[src/rtl/fifo_uart_tx.sv]
// -----------------------------------------------------------------------------
// fifo_uart_tx
//
// Pops bytes from a synchronous FIFO read port and serialises each byte as an
// asynchronous UART frame: start bit, LSB-first data, optional parity bit,
// then one or two stop bits. The FIFO is never read while it reports empty.
//
// Ports:
//   clk          - rising-edge clock
//   rstn         - asynchronous active-low reset
//   enable       - permits starting new frames (a frame in flight always completes)
//   fifo_empty   - FIFO empty flag
//   fifo_rd_data - FIFO read data (registered in the FIFO, valid the cycle after
//                  the read enable is sampled)
//   fifo_rd_en   - FIFO read enable, one-cycle pulse per byte
//   tx           - serial line, idle high
//   busy         - high whenever the FSM is not idle
//   frame_done   - one-cycle pulse on the last cycle of the last stop bit
// -----------------------------------------------------------------------------
module fifo_uart_tx #(
   parameter int CLKS_PER_BIT = 868,
   parameter int DATA_W       = 8,
   parameter int PARITY_EN    = 0,
   parameter int PARITY_ODD   = 0,
   parameter int STOP_BITS    = 1
) (
   input  logic              clk,
   input  logic              rstn,
   input  logic              enable,
   input  logic              fifo_empty,
   input  logic [DATA_W-1:0] fifo_rd_data,
   output logic              fifo_rd_en,
   output logic              tx,
   output logic              busy,
   output logic              frame_done
);

   localparam int BAUD_W = $clog2(CLKS_PER_BIT);
   localparam int BIT_W  = $clog2(DATA_W + 1);

   localparam logic [BAUD_W-1:0] BAUD_LAST = BAUD_W'(CLKS_PER_BIT - 1);
   localparam logic [BIT_W-1:0]  DATA_LAST = BIT_W'(DATA_W - 1);
   localparam logic [BIT_W-1:0]  STOP_LAST = BIT_W'(STOP_BITS - 1);

   typedef enum logic [2:0] {
      S_IDLE,
      S_FETCH,
      S_LOAD,
      S_START,
      S_DATA,
      S_PARITY,
      S_STOP
   } state_t;

   state_t              state, state_nx;
   logic [BAUD_W-1:0]   baud_cnt, baud_nx, baud_next;
   logic [BIT_W-1:0]    bit_cnt, bit_nx;
   logic [DATA_W-1:0]   shreg, shreg_nx;
   logic                par_bit, par_nx;
   logic                tx_nx, rd_en_nx, fd_nx;
   logic                baud_last;

   // Parity over the whole byte, inverted for odd parity.
   function automatic logic parity_of(input logic [DATA_W-1:0] d);
      return (^d) ^ (PARITY_ODD != 0);
   endfunction

   assign baud_last = (baud_cnt == BAUD_LAST);
   assign baud_next = baud_last ? '0 : baud_cnt + 1'b1;
   assign busy      = (state != S_IDLE);

   always_comb begin
      state_nx = state;
      baud_nx  = baud_cnt;
      bit_nx   = bit_cnt;
      shreg_nx = shreg;
      par_nx   = par_bit;

      case (state)
         S_IDLE: begin
            baud_nx = '0;
            bit_nx  = '0;
            if (enable && !fifo_empty) state_nx = S_FETCH;
         end
         S_FETCH: state_nx = S_LOAD;
         S_LOAD: begin
            // FIFO data is valid now, one cycle after the read pulse.
            shreg_nx = fifo_rd_data;
            par_nx   = parity_of(fifo_rd_data);
            baud_nx  = '0;
            bit_nx   = '0;
            state_nx = S_START;
         end
         S_START: begin
            baud_nx = baud_next;
            if (baud_last) state_nx = S_DATA;
         end
         S_DATA: begin
            baud_nx = baud_next;
            if (baud_last) begin
               shreg_nx = shreg >> 1;
               if (bit_cnt == DATA_LAST) begin
                  bit_nx   = '0;
                  state_nx = (PARITY_EN != 0) ? S_PARITY : S_STOP;
               end else begin
                  bit_nx = bit_cnt + 1'b1;
               end
            end
         end
         S_PARITY: begin
            baud_nx = baud_next;
            if (baud_last) state_nx = S_STOP;
         end
         S_STOP: begin
            // The bit counter is reused to count stop bits.
            baud_nx = baud_next;
            if (baud_last) begin
               if (bit_cnt == STOP_LAST) begin
                  bit_nx   = '0;
                  state_nx = (enable && !fifo_empty) ? S_FETCH : S_IDLE;
               end else begin
                  bit_nx = bit_cnt + 1'b1;
               end
            end
         end
         default: state_nx = S_IDLE;
      endcase

      // Outputs are derived from next-state values so they can be registered
      // and still line up exactly with the state they describe.
      tx_nx = 1'b1;
      case (state_nx)
         S_START:  tx_nx = 1'b0;
         S_DATA:   tx_nx = shreg_nx[0];
         S_PARITY: tx_nx = par_nx;
         default:  tx_nx = 1'b1;
      endcase
      rd_en_nx = (state_nx == S_FETCH);
      fd_nx    = (state_nx == S_STOP) && (baud_nx == BAUD_LAST) && (bit_nx == STOP_LAST);
   end

   always_ff @(posedge clk or negedge rstn) begin
      if (!rstn) begin
         state      <= S_IDLE;
         baud_cnt   <= '0;
         bit_cnt    <= '0;
         shreg      <= '0;
         par_bit    <= 1'b0;
         tx         <= 1'b1;
         fifo_rd_en <= 1'b0;
         frame_done <= 1'b0;
      end else begin
         state      <= state_nx;
         baud_cnt   <= baud_nx;
         bit_cnt    <= bit_nx;
         shreg      <= shreg_nx;
         par_bit    <= par_nx;
         tx         <= tx_nx;
         fifo_rd_en <= rd_en_nx;
         frame_done <= fd_nx;
      end
   end

endmodule

[config.mk]
export PLATFORM = sky130hd
export DESIGN_NAME = fifo_uart_tx
export DESIGN_NICKNAME = d
export VERILOG_FILES = /design/src/rtl/fifo_uart_tx.sv
export SDC_FILE = /design/constraint.sdc
export NUM_CORES = 1
export LEC_CHECK = 0
export CORE_ASPECT_RATIO = 1.25
export CORE_UTILIZATION = 57
export DETAILED_ROUTE_END_ITERATION = 10
export HOLD_SLACK_MARGIN = 0.05
export PLACE_DENSITY_LB_ADDON = 0.2
export SLEW_MARGIN = 10
export SYNTH_ARGS = -nofsm -noshare
export SYNTH_HDL_FRONTEND = slang
export SYNTH_SLANG_ARGS = --single-unit
[constraint.sdc]
create_clock -name clk -period 2.75 [get_ports clk]
set_input_delay 0.55 -clock clk [delete_from_list [all_inputs] [get_ports clk]]
set_output_delay 0.55 -clock clk [all_outputs]
set_load 0.1 [all_outputs]
==> results of run 1 <==
[cell usage after synthesis (all sizes together), types with 3 or more instances]
cell type and instances:
nor3 6, buf 4, nand3 9, o31ai 3
ha 3, a211oi 3, nor3b 4, and3 4
nand2 25, dfrtp 28, a21oi 10, nand2b 3
a31oi 3, inv 8, a22o 3, o21ai 12
a22oi 7, xnor2 9, nor2 15, clkbuf 3
[kinds of logic (layout without fill, tap and decap cells)]
group                      count (synthesis)  after routing  synth area share (%)
muxes                                      1              1                 0.549
AOI/OAI and AO/OA                         59             59                  22.4
xor gates and xnor gates                   9              9                  4.73
buffers and inverters                     15             41                  3.70
DFF                                       29             29                  39.8
and+or+nand+nor                           83             83                  26.7
adders and majority gates                  3              3                  2.06
[registers in the layout, indices dropped and copies added, names as in the netlist]
name	cells
baud_cnt	10
shreg	8
bit_cnt	4
state	3
fifo_rd_en	1
frame_done	1
par_bit	1
tx	1
[critical path, stage by stage (launching register included)]
cell and delay (ns):
dfrtp_1 0.44, inv_1 0.11, ha_1 0.16, nor3b_2 0.33
a211oi_1 0.20, and4b_1 0.24, a211o_1 0.24, or4_1 0.52
nor4b_2 0.25
[power groups by stage]
stage          Sequential [W]  Combinational [W]  Clock (W)
6_report             0.000442          0.0000628   0.000299
3_3_place_gp         0.000451          0.0000602          0
4_1_cts              0.000443          0.0000638   0.000307
2_1_floorplan        0.000450          0.0000285          0
5_1_grt              0.000444          0.0000689   0.000325
3_5_place_dp         0.000451          0.0000637          0
[layer usage]
layer / vias up / global-route usage [%] / part of all wire (%)
met5: - / 0 / 0
met3: 16 / 6.71 / 4.4
met4: 0 / 15.8 / 3.8
met2: 57 / 51.7 / 51
li1: 801 / - / -
met1: 830 / 32.0 / 41
[how the worst max path moves through the flow]
stage	end	slack, ns	cells after the start
global route	frame_done	0.05	7
CTS	frame_done	0.16	7
global placement	frame_done	0.22	7
finish	frame_done	0.17	8
floorplan	frame_done	0.43	7
detailed placement	frame_done	0.15	7
[metrics by stage]
| step | cell area, um2 | utilization [%] |
|---|---|---|
| floorplan | 1820 | - |
| global placement | 2050 | 68.2 |
| detailed placement | 2050 | 68.2 |
| CTS | 2120 | 70.6 |
| global route | 2120 | 70.6 |
| finish | 2120 | 70.6 |
[area by class of cell]
| cell class | instances | area share [%] |
|---|---|---|
| Sequential cell | 29 | 34.3 |
| Tap cell | 36 | 2.13 |
| Inverter | 8 | 1.42 |
| Multi-Input combinational cell | 155 | 48.7 |
| Clock buffer | 7 | 3.07 |
| Clock inverter | 1 | 0.236 |
| Timing Repair Buffer | 25 | 10.2 |
[repair_timing]
action	CTS	global route
setup endpoints to repair	0	1
hold buffers	0	0
setup buffers	0	0
endpoints found under the hold margin	0	0
gates resized for setup	0	1
==> results.py, run 1 <==
metrics = {
    "status": {
        "outcome": "finished clean",
    },
    "sta": {
        "tightest_slew_ns": 0.478,
        "period_share_pct": 93.7,
        "slew_violations": 0,
        "rsz0062_at_grt": "no",
        "fmax_mhz": 388,
        "finalHoldViolCount": 0,
        "final-setup-viol-count": 0,
        "period_minus_slack_ns": 2.58,
        "worst_clock_skew_ns": 0.0213,
        "maxSlewHeadroom_pct": 67.9,
        "hold_ws_ns": 0.487,
        "layout_setup_ws_ns": 0.174,
        "setup_tns_ns": 0,
    },
    "finish": {
        "multi_input_area_mm2": 0.00103,
        "final-seq-area_um2": 727,
        "area_growth_pct": 16.2,
        "diodes": 0,
        "stdcell_count": 261,
        "final_common_cell": "dfrtp_1",
        "final_cell_mix": "28 x dfrtp_1, 25 x nand2_1, 15 x nor2_1",
        "final_nets": 239,
        "drive_gt1_share_pct": 15.1,
        "fillers": 244,
    },
    "global_routing": {
        "grt_pass1_wl_um": 7270,
        "grt_use_total_pct": 29.6,
        "grt_max_degree": 30,
        "grt_overflow": 0,
        "grt_pass1_vias": 1645,
        "antenna_found_initial": 0,
    },
    "setup_path": {
        "ff2ff_path_depth": 8,
        "critPathMaxFanout": 5,
        "start_kind": "flip-flop",
        "arrival_ns": 2.83,
        "reg2reg_to": "frame_done",
        "critPathKind": "flip-flop to flip-flop",
        "r2r-start": "bit_cnt[0]",
        "cp-startpoint": "bit_cnt[0]",
        "worst-r2r-setup-slack_ns": 0.17,
        "cp.required_ns": 3.01,
        "cp-end-kind": "flip-flop",
    },
    "synthesis": {
        "synth_area_mm2": 0.00182,
        "synth_ff_type": "dfrtp_1",
        "ys_types": 55,
        "synth-edff-count": 0,
        "syn-instance-count": 199,
        "yosys.area.top_type_share_pct": 38.4,
        "async_reset_ff_share_pct": 100,
        "synth-seq-area-share_pct": 39.8,
        "synth.avg_cell_area_um2": 9.17,
        "synth_top_cell_by_area": "dfrtp_1",
        "synth_fp_nets": 214,
        "synth.area.top_cells": "dfrtp_1 38%, nand2_1 5.1%, xnor2_1 3.8%",
        "ys_warn_count": 0,
        "synth-seq-cells": 29,
    },
    "floorplanning": {
        "ios": 16,
        "die_h_um": 65.3,
        "die_w_um": 52.6,
        "start_util_pct": 60.8,
        "die_area_mm2": 0.00343,
        "core_area_mm2": 0.00300,
        "rows": 22,
    },
    "clock_network": {
        "clockRootBuffer": "clkbuf_4",
        "numCtsBuffers": 5,
        "clockBufferDepth": 2,
        "path_clk_slew_ns": 0.11,
        "cts_tree": "yes",
        "h-tree-depth": 2,
        "worst_skew_pair.late_latency_ns": 0.34,
        "cts.sinks": 29,
    },
    "placed_design": {
        "io_buffers": 15,
        "dp.cells": 253,
        "post-place-ws_ns": 0.146,
        "gp_congestion": 0.889,
        "dp_hpwl_um": 3400,
    },
    "pwr": {
        "max-vdd-ir-drop_v": 0.000298,
        "p_int_w": 0.000618,
        "power.switching_w": 0.000186,
        "switching_share_pct": 23.2,
        "clkPwrFrac_pct": 37.2,
        "power.total_w": 0.000804,
        "leakage_nw": 0.944,
        "pwr-share-seq_pct": 55.0,
        "power.combinational.fraction_pct": 7.8,
        "power.density_mw_per_mm2": 379,
    },
    "drt": {
        "initialDrtViolationCount": 57,
        "drtPass1Iterations": 4,
        "drc": 0,
        "wl_per_cell_um": 17.3,
        "via_per_inst": 6.53,
        "vias": 1704,
        "drtAntennaViolNets": 0,
        "routed_wl_um": 4530,
    },
    "job": {
        "maxCapViolCount": 0,
    },
    "min_path": {
        "min_path_type": "flip-flop to flip-flop",
        "min_from": "shreg[2]",
        "hold_depth": 2,
        "min_delay_worst_endpoint": "shreg[2]",
    },
}
(Power assumes the default switching activity.)
==> inputs of run 2 (changes only) <==
- CORE_MARGIN: not set -> 4
==> run 2 against run 1 <==
Against the previous run:
- worst setup slack worse by 0.0064 ns
- power rose by 1.1%
- first-iteration DRC count increased to 2.6 times the previous value
- global-route usage down 4.6 points
- worst hold slack improved by 0.0025 ns
- critical path depth is 1 lower
- count of clock-buffer cells in the layout is the same
- sequential cell count unchanged
- via count increased by 2.2%
- largest cell class unchanged
- largest power group unchanged
==> results.py, run 2 (synthesized netlist as in run 1, its figures left out) <==
metrics = {
    "status": {
        "outcome": "finished clean",
    },
    "placed_design": {
        "gp_congestion": 0.959,
        "io_buffers": 15,
        "dpl-instance-area_mm2": 0.00204,
        "dp_hpwl_um": 3330,
    },
    "sta": {
        "finalHoldViolCount": 0,
        "hold_ws_ns": 0.490,
        "tightest_slew_ns": 0.492,
        "setup_tns_ns": 0,
        "final-setup-viol-count": 0,
        "worst_clock_skew_ns": 0.0211,
        "fmax_mhz": 387,
        "maxSlewHeadroom_pct": 67.0,
        "period_minus_slack_ns": 2.58,
        "slew_violations": 0,
        "rsz0062_at_grt": "no",
        "period_share_pct": 93.9,
    },
    "pwr": {
        "power.combinational.fraction_pct": 7.7,
        "power.density_mw_per_mm2": 385,
        "p_int_w": 0.000618,
        "clkPwrFrac_pct": 37.9,
        "max-vdd-ir-drop_v": 0.000331,
        "power.switching_w": 0.000195,
        "pwr-share-seq_pct": 54.4,
        "power.total_w": 0.000813,
        "leakage_nw": 0.941,
        "switching_share_pct": 24.0,
    },
    "finish": {
        "stdcell_area_mm2": 0.00211,
        "final_core_util_pct": 70.3,
        "multi_input_area_mm2": 0.00103,
        "regMostFlops": "baud_cnt",
        "final_cell_mix": "28 x dfrtp_1, 25 x nand2_1, 15 x nor2_1",
        "largest_reg_flops": 10,
        "final-seq-area_um2": 727,
        "largest_registers": "baud_cnt: 10 flops, shreg: 8 flops, bit_cnt: 4 flops",
        "diodes": 0,
        "drive_gt1_share_pct": 14.3,
        "final_nets": 238,
        "area_growth_pct": 15.6,
        "final_common_cell": "dfrtp_1",
        "fillers": 227,
    },
    "setup_path": {
        "cp-end-kind": "flip-flop",
        "crit_slowest_cell": "or4_1",
        "start_kind": "flip-flop",
        "cp.required_ns": 3.02,
        "path_buf_inv": 0,
        "cp_cell_sequence": "ha_1 -> nand4bb_1 -> nor3_4 -> a21oi_1 -> a211o_1 -> or4_1 -> nor4b_2",
        "arrival_ns": 2.85,
        "critPathKind": "flip-flop to flip-flop",
        "cp_top_family": "simple AND/OR/NAND/NOR gates",
        "critPathMaxStageDelay_ns": 0.53,
        "critPathMaxFanout": 7,
    },
    "drt": {
        "via_per_inst": 6.70,
        "drtPass1Iterations": 6,
        "wl_per_cell_um": 18.2,
        "initialDrtViolationCount": 146,
        "drc": 0,
        "routed_wl_um": 4730,
        "vias": 1741,
        "drtAntennaViolNets": 0,
    },
    "clock_network": {
        "cts.sinks": 29,
        "worst_skew_pair.late_latency_ns": 0.35,
        "numCtsBuffers": 5,
        "cts_tree": "yes",
        "path_clk_slew_ns": 0.11,
        "cts_setup_buffers": 0,
        "clockBufferDepth": 2,
        "clockRootBuffer": "clkbuf_4",
        "h-tree-depth": 2,
    },
    "global_routing": {
        "grt_pass1_wl_um": 8020,
        "grt_use_total_pct": 25.0,
        "grt_overflow": 0,
        "antenna_found_initial": 0,
        "grt_max_degree": 30,
        "grt_pass1_vias": 1731,
    },
    "floorplanning": {
        "die_w_um": 58.6,
        "ios": 16,
        "die_h_um": 71.3,
        "die_area_mm2": 0.00418,
        "start_util_pct": 60.8,
        "core_area_mm2": 0.00300,
        "rows": 22,
    },
    "min_path": {
        "min_path_type": "flip-flop to flip-flop",
    },
    "job": {
        "maxCapViolCount": 0,
    },
}
[run 2: worst reg2reg max path, stage by stage (launching register included)]
cell       delay, ns
dfrtp_1         0.44
ha_1            0.30
nand4bb_1       0.27
nor3_4          0.32
a21oi_1         0.11
a211o_1         0.29
or4_1           0.53
nor4b_2         0.26
[run 2: final timing paths]
kind | endpoint | startpoint | cells past startpoint | slack [ns]
worst max register to register | frame_done | baud_cnt[0] | 7 | 0.17
min in group asynchronous | bit_cnt[0] | rstn | 2 | 0.57
worst min register to register | shreg[0] | shreg[0] | 1 | 0.49
max in group asynchronous | tx | rstn | 2 | 1.85
worst min-delay path | shreg[0] | shreg[0] | 1 | 0.49
worst max-delay path | frame_done | baud_cnt[0] | 7 | 0.17
[run 2: power by group through the flow]
| stage | sequential, W | combinational [W] | clock, W |
|---|---|---|---|
| 3_3_place_gp | 0.000451 | 0.0000599 | 0 |
| 4_1_cts | 0.000443 | 0.0000643 | 0.000312 |
| 3_5_place_dp | 0.000451 | 0.0000640 | 0 |
| 6_report | 0.000442 | 0.0000624 | 0.000308 |
| 5_1_grt | 0.000444 | 0.0000701 | 0.000329 |
| 2_1_floorplan | 0.000450 | 0.0000285 | 0 |
[run 2: metrics by stage]
stage          worst slack (ns)  std cells
2_1_floorplan             0.433        199
3_3_place_gp              0.268        252
3_5_place_dp              0.128        252
4_1_cts                   0.118        260
5_1_grt                 0.00976        260
6_report                  0.168        260
[run 2: routing by layer]
metal | global-route usage, % | share of wire (%)
met1 | 30.4 | 39
met2 | 40.7 | 50
met3 | 6.13 | 6.6
met4 | 12.6 | 3.6
met5 | 0 | 0
[run 2: repair_timing]
action                                  CTS  global route
gates resized for setup                   0             0
endpoints found under the setup margin    0             1
hold endpoints to repair                  0             0
hold buffers                              0             0
[run 2: layout make-up]
cell class	count	share of cell area, %
clock buffer	7	3.08
clock inverter	1	0.237
inverter	8	1.42
multi-input combinational	155	48.8
sequential	29	34.5
tap	36	2.14
timing repair buffer	24	9.85
==> inputs of run 3 (changes only) <==
- CORE_UTILIZATION: 57 -> 45
- REMOVE_ABC_BUFFERS: not set -> 1
==> run 3 against run 2 <==
Against the previous run:
- fmax shrank 3.0%
- highest routed layer unchanged
- clock skew decreased by 0.017 ns
- worst setup slack got worse by 0.079 ns
- utilization down 14 points
==> results.py, run 3 (synthesized netlist as in run 1, its figures left out) <==
metrics = {
    "setup_path": {
        "critPathMaxStageDelay_ns": 0.67,
        "cp_cell_sequence": "ha_2 -> and4bb_2 -> nand3_2 -> o21ai_1 -> a31oi_1 -> or4b_2 -> nor4b_2",
        "arrival_ns": 2.85,
        "cp-end-kind": "flip-flop",
        "critPathKind": "flip-flop to flip-flop",
        "cp.required_ns": 2.94,
        "crit_slowest_cell": "or4b_2",
        "critPathMaxFanout": 9,
        "start_kind": "flip-flop",
    },
    "min_path": {
        "min_path_type": "flip-flop to flip-flop",
    },
    "sta": {
        "final-setup-viol-count": 0,
        "period_share_pct": 96.8,
        "setup_tns_ns": 0,
        "hold_ws_ns": 0.482,
        "tightest_slew_ns": 0.537,
        "period_minus_slack_ns": 2.66,
        "finalHoldViolCount": 0,
        "rsz0062_at_grt": "no",
        "fmax_mhz": 376,
        "maxSlewHeadroom_pct": 63.9,
        "slew_violations": 0,
        "worst_clock_skew_ns": 0.00414,
    },
    "floorplanning": {
        "die_w_um": 65.0,
        "die_area_mm2": 0.00514,
        "core_area_mm2": 0.00385,
        "rows": 25,
        "start_util_pct": 47.4,
        "ios": 16,
        "die_h_um": 79.2,
    },
    "finish": {
        "fillers": 358,
        "largest_reg_flops": 10,
        "diodes": 0,
        "stdcell_area_mm2": 0.00216,
        "regMostFlops": "baud_cnt",
        "final_nets": 238,
        "drive_gt1_share_pct": 14.7,
        "final_core_util_pct": 56.1,
        "final_common_cell": "dfrtp_1",
        "area_growth_pct": 18.4,
        "final_cell_mix": "28 x dfrtp_1, 25 x nand2_1, 15 x nor2_1",
        "largest_registers": "baud_cnt: 10 flops, shreg: 8 flops, bit_cnt: 4 flops",
        "stdcell_count": 278,
    },
    "clock_network": {
        "path_clk_slew_ns": 0.06,
        "numCtsBuffers": 5,
        "ctsHoldBuffers": 0,
        "postCtsResizedCells": 0,
        "worst_skew_pair.late_latency_ns": 0.28,
        "clockRootBuffer": "clkbuf_8",
        "h-tree-depth": 2,
        "cts_tree": "yes",
        "clockBufferDepth": 2,
        "cts.sinks": 29,
        "cts_setup_buffers": 0,
    },
    "drt": {
        "routed_wl_um": 4820,
        "drc": 0,
        "wl_per_cell_um": 17.3,
        "vias": 1643,
        "drtAntennaViolNets": 0,
        "drtPass1Iterations": 4,
        "via_per_inst": 5.91,
        "initialDrtViolationCount": 93,
    },
    "pwr": {
        "leakage_nw": 0.953,
        "clkPwrFrac_pct": 40.7,
        "power.density_mw_per_mm2": 393,
        "switching_share_pct": 24.0,
        "p_int_w": 0.000645,
        "max-vdd-ir-drop_v": 0.000212,
        "power.combinational.fraction_pct": 7.2,
        "power.switching_w": 0.000204,
        "pwr-share-seq_pct": 52.2,
    },
    "placed_design": {
        "io_buffers": 15,
        "dp_hpwl_um": 3450,
        "dp.cells": 270,
        "gp_congestion": 0.875,
        "dpl-instance-area_mm2": 0.00206,
    },
    "global_routing": {
        "grt_pass1_vias": 1621,
        "antenna_found_initial": 0,
        "grt_max_degree": 30,
        "grt_overflow": 0,
        "grt_use_total_pct": 19.9,
        "grt_pass1_wl_um": 7960,
    },
    "job": {
        "maxCapViolCount": 0,
    },
    "status": {
        "outcome": "finished clean",
    },
}
## run 3: cell count changes in the layout (fill, tap and decap cells not counted), sizes merged
cell / previous run / this run
clkbuf: 7 / 6
clkinv: 1 / 2
## run 3: final cells by class
cell class | count | area [um2] | share of cell area (%)
clock inverter | 2 | 10.0 | 0.463
clock buffer | 6 | 72.6 | 3.36
inverter | 8 | 30.0 | 1.39
timing repair buffer | 24 | 208 | 9.62
sequential | 29 | 727 | 33.7
multi-input combinational | 155 | 1040 | 48.4
tap | 54 | 67.6 | 3.13
## run 3: worst max-delay path: cells and delay by family (launching register included)
family / cells / cell delay [ns]
compound gates: 2 / 0.41
flops: 1 / 0.44
simple gates: 4 / 1.43
fa+ha+maj: 1 / 0.28
## run 3: metrics by stage
stage	total power [W]	setup WS, ns
after floorplan	0.000478	0.249
after global placement	0.000511	0.228
after detailed placement	0.000513	0.142
after CTS	0.000853	0.129
after global routing	0.000880	0.0108
final	0.000850	0.0889
## run 3: layer usage
layer / wire (um) / vias up / GRT usage [%]
li1: - / 793 / -
met1: 1970 / 791 / 23.7
met2: 2540 / 54 / 35.0
met3: 247 / 5 / 4.38
met4: 66 / 0 / 6.98
met5: 0 / - / 0
## run 3: power groups by stage
stage | sequential, W | clock, W | combinational [W]
5_1_grt | 0.000444 | 0.000367 | 0.0000686
6_report | 0.000443 | 0.000346 | 0.0000610
3_5_place_dp | 0.000451 | 0 | 0.0000623
2_1_floorplan | 0.000450 | 0 | 0.0000285
3_3_place_gp | 0.000451 | 0 | 0.0000602
4_1_cts | 0.000443 | 0.000347 | 0.0000628
## run 3: path summary, 6_finish.rpt
| kind | startpoint | to | slack (ns) | depth (start not counted) |
|---|---|---|---|---|
| setup / recovery | baud_cnt[0] | frame_done | 0.09 | 7 |
| hold / removal | shreg[0] | shreg[0] | 0.48 | 1 |
| setup reg to reg | baud_cnt[0] | frame_done | 0.09 | 7 |
| hold reg to reg | shreg[0] | shreg[0] | 0.48 | 1 |
| max in group asynchronous | rstn | tx | 1.79 | 2 |
| min in group asynchronous | rstn | shreg[5] | 0.64 | 2 |
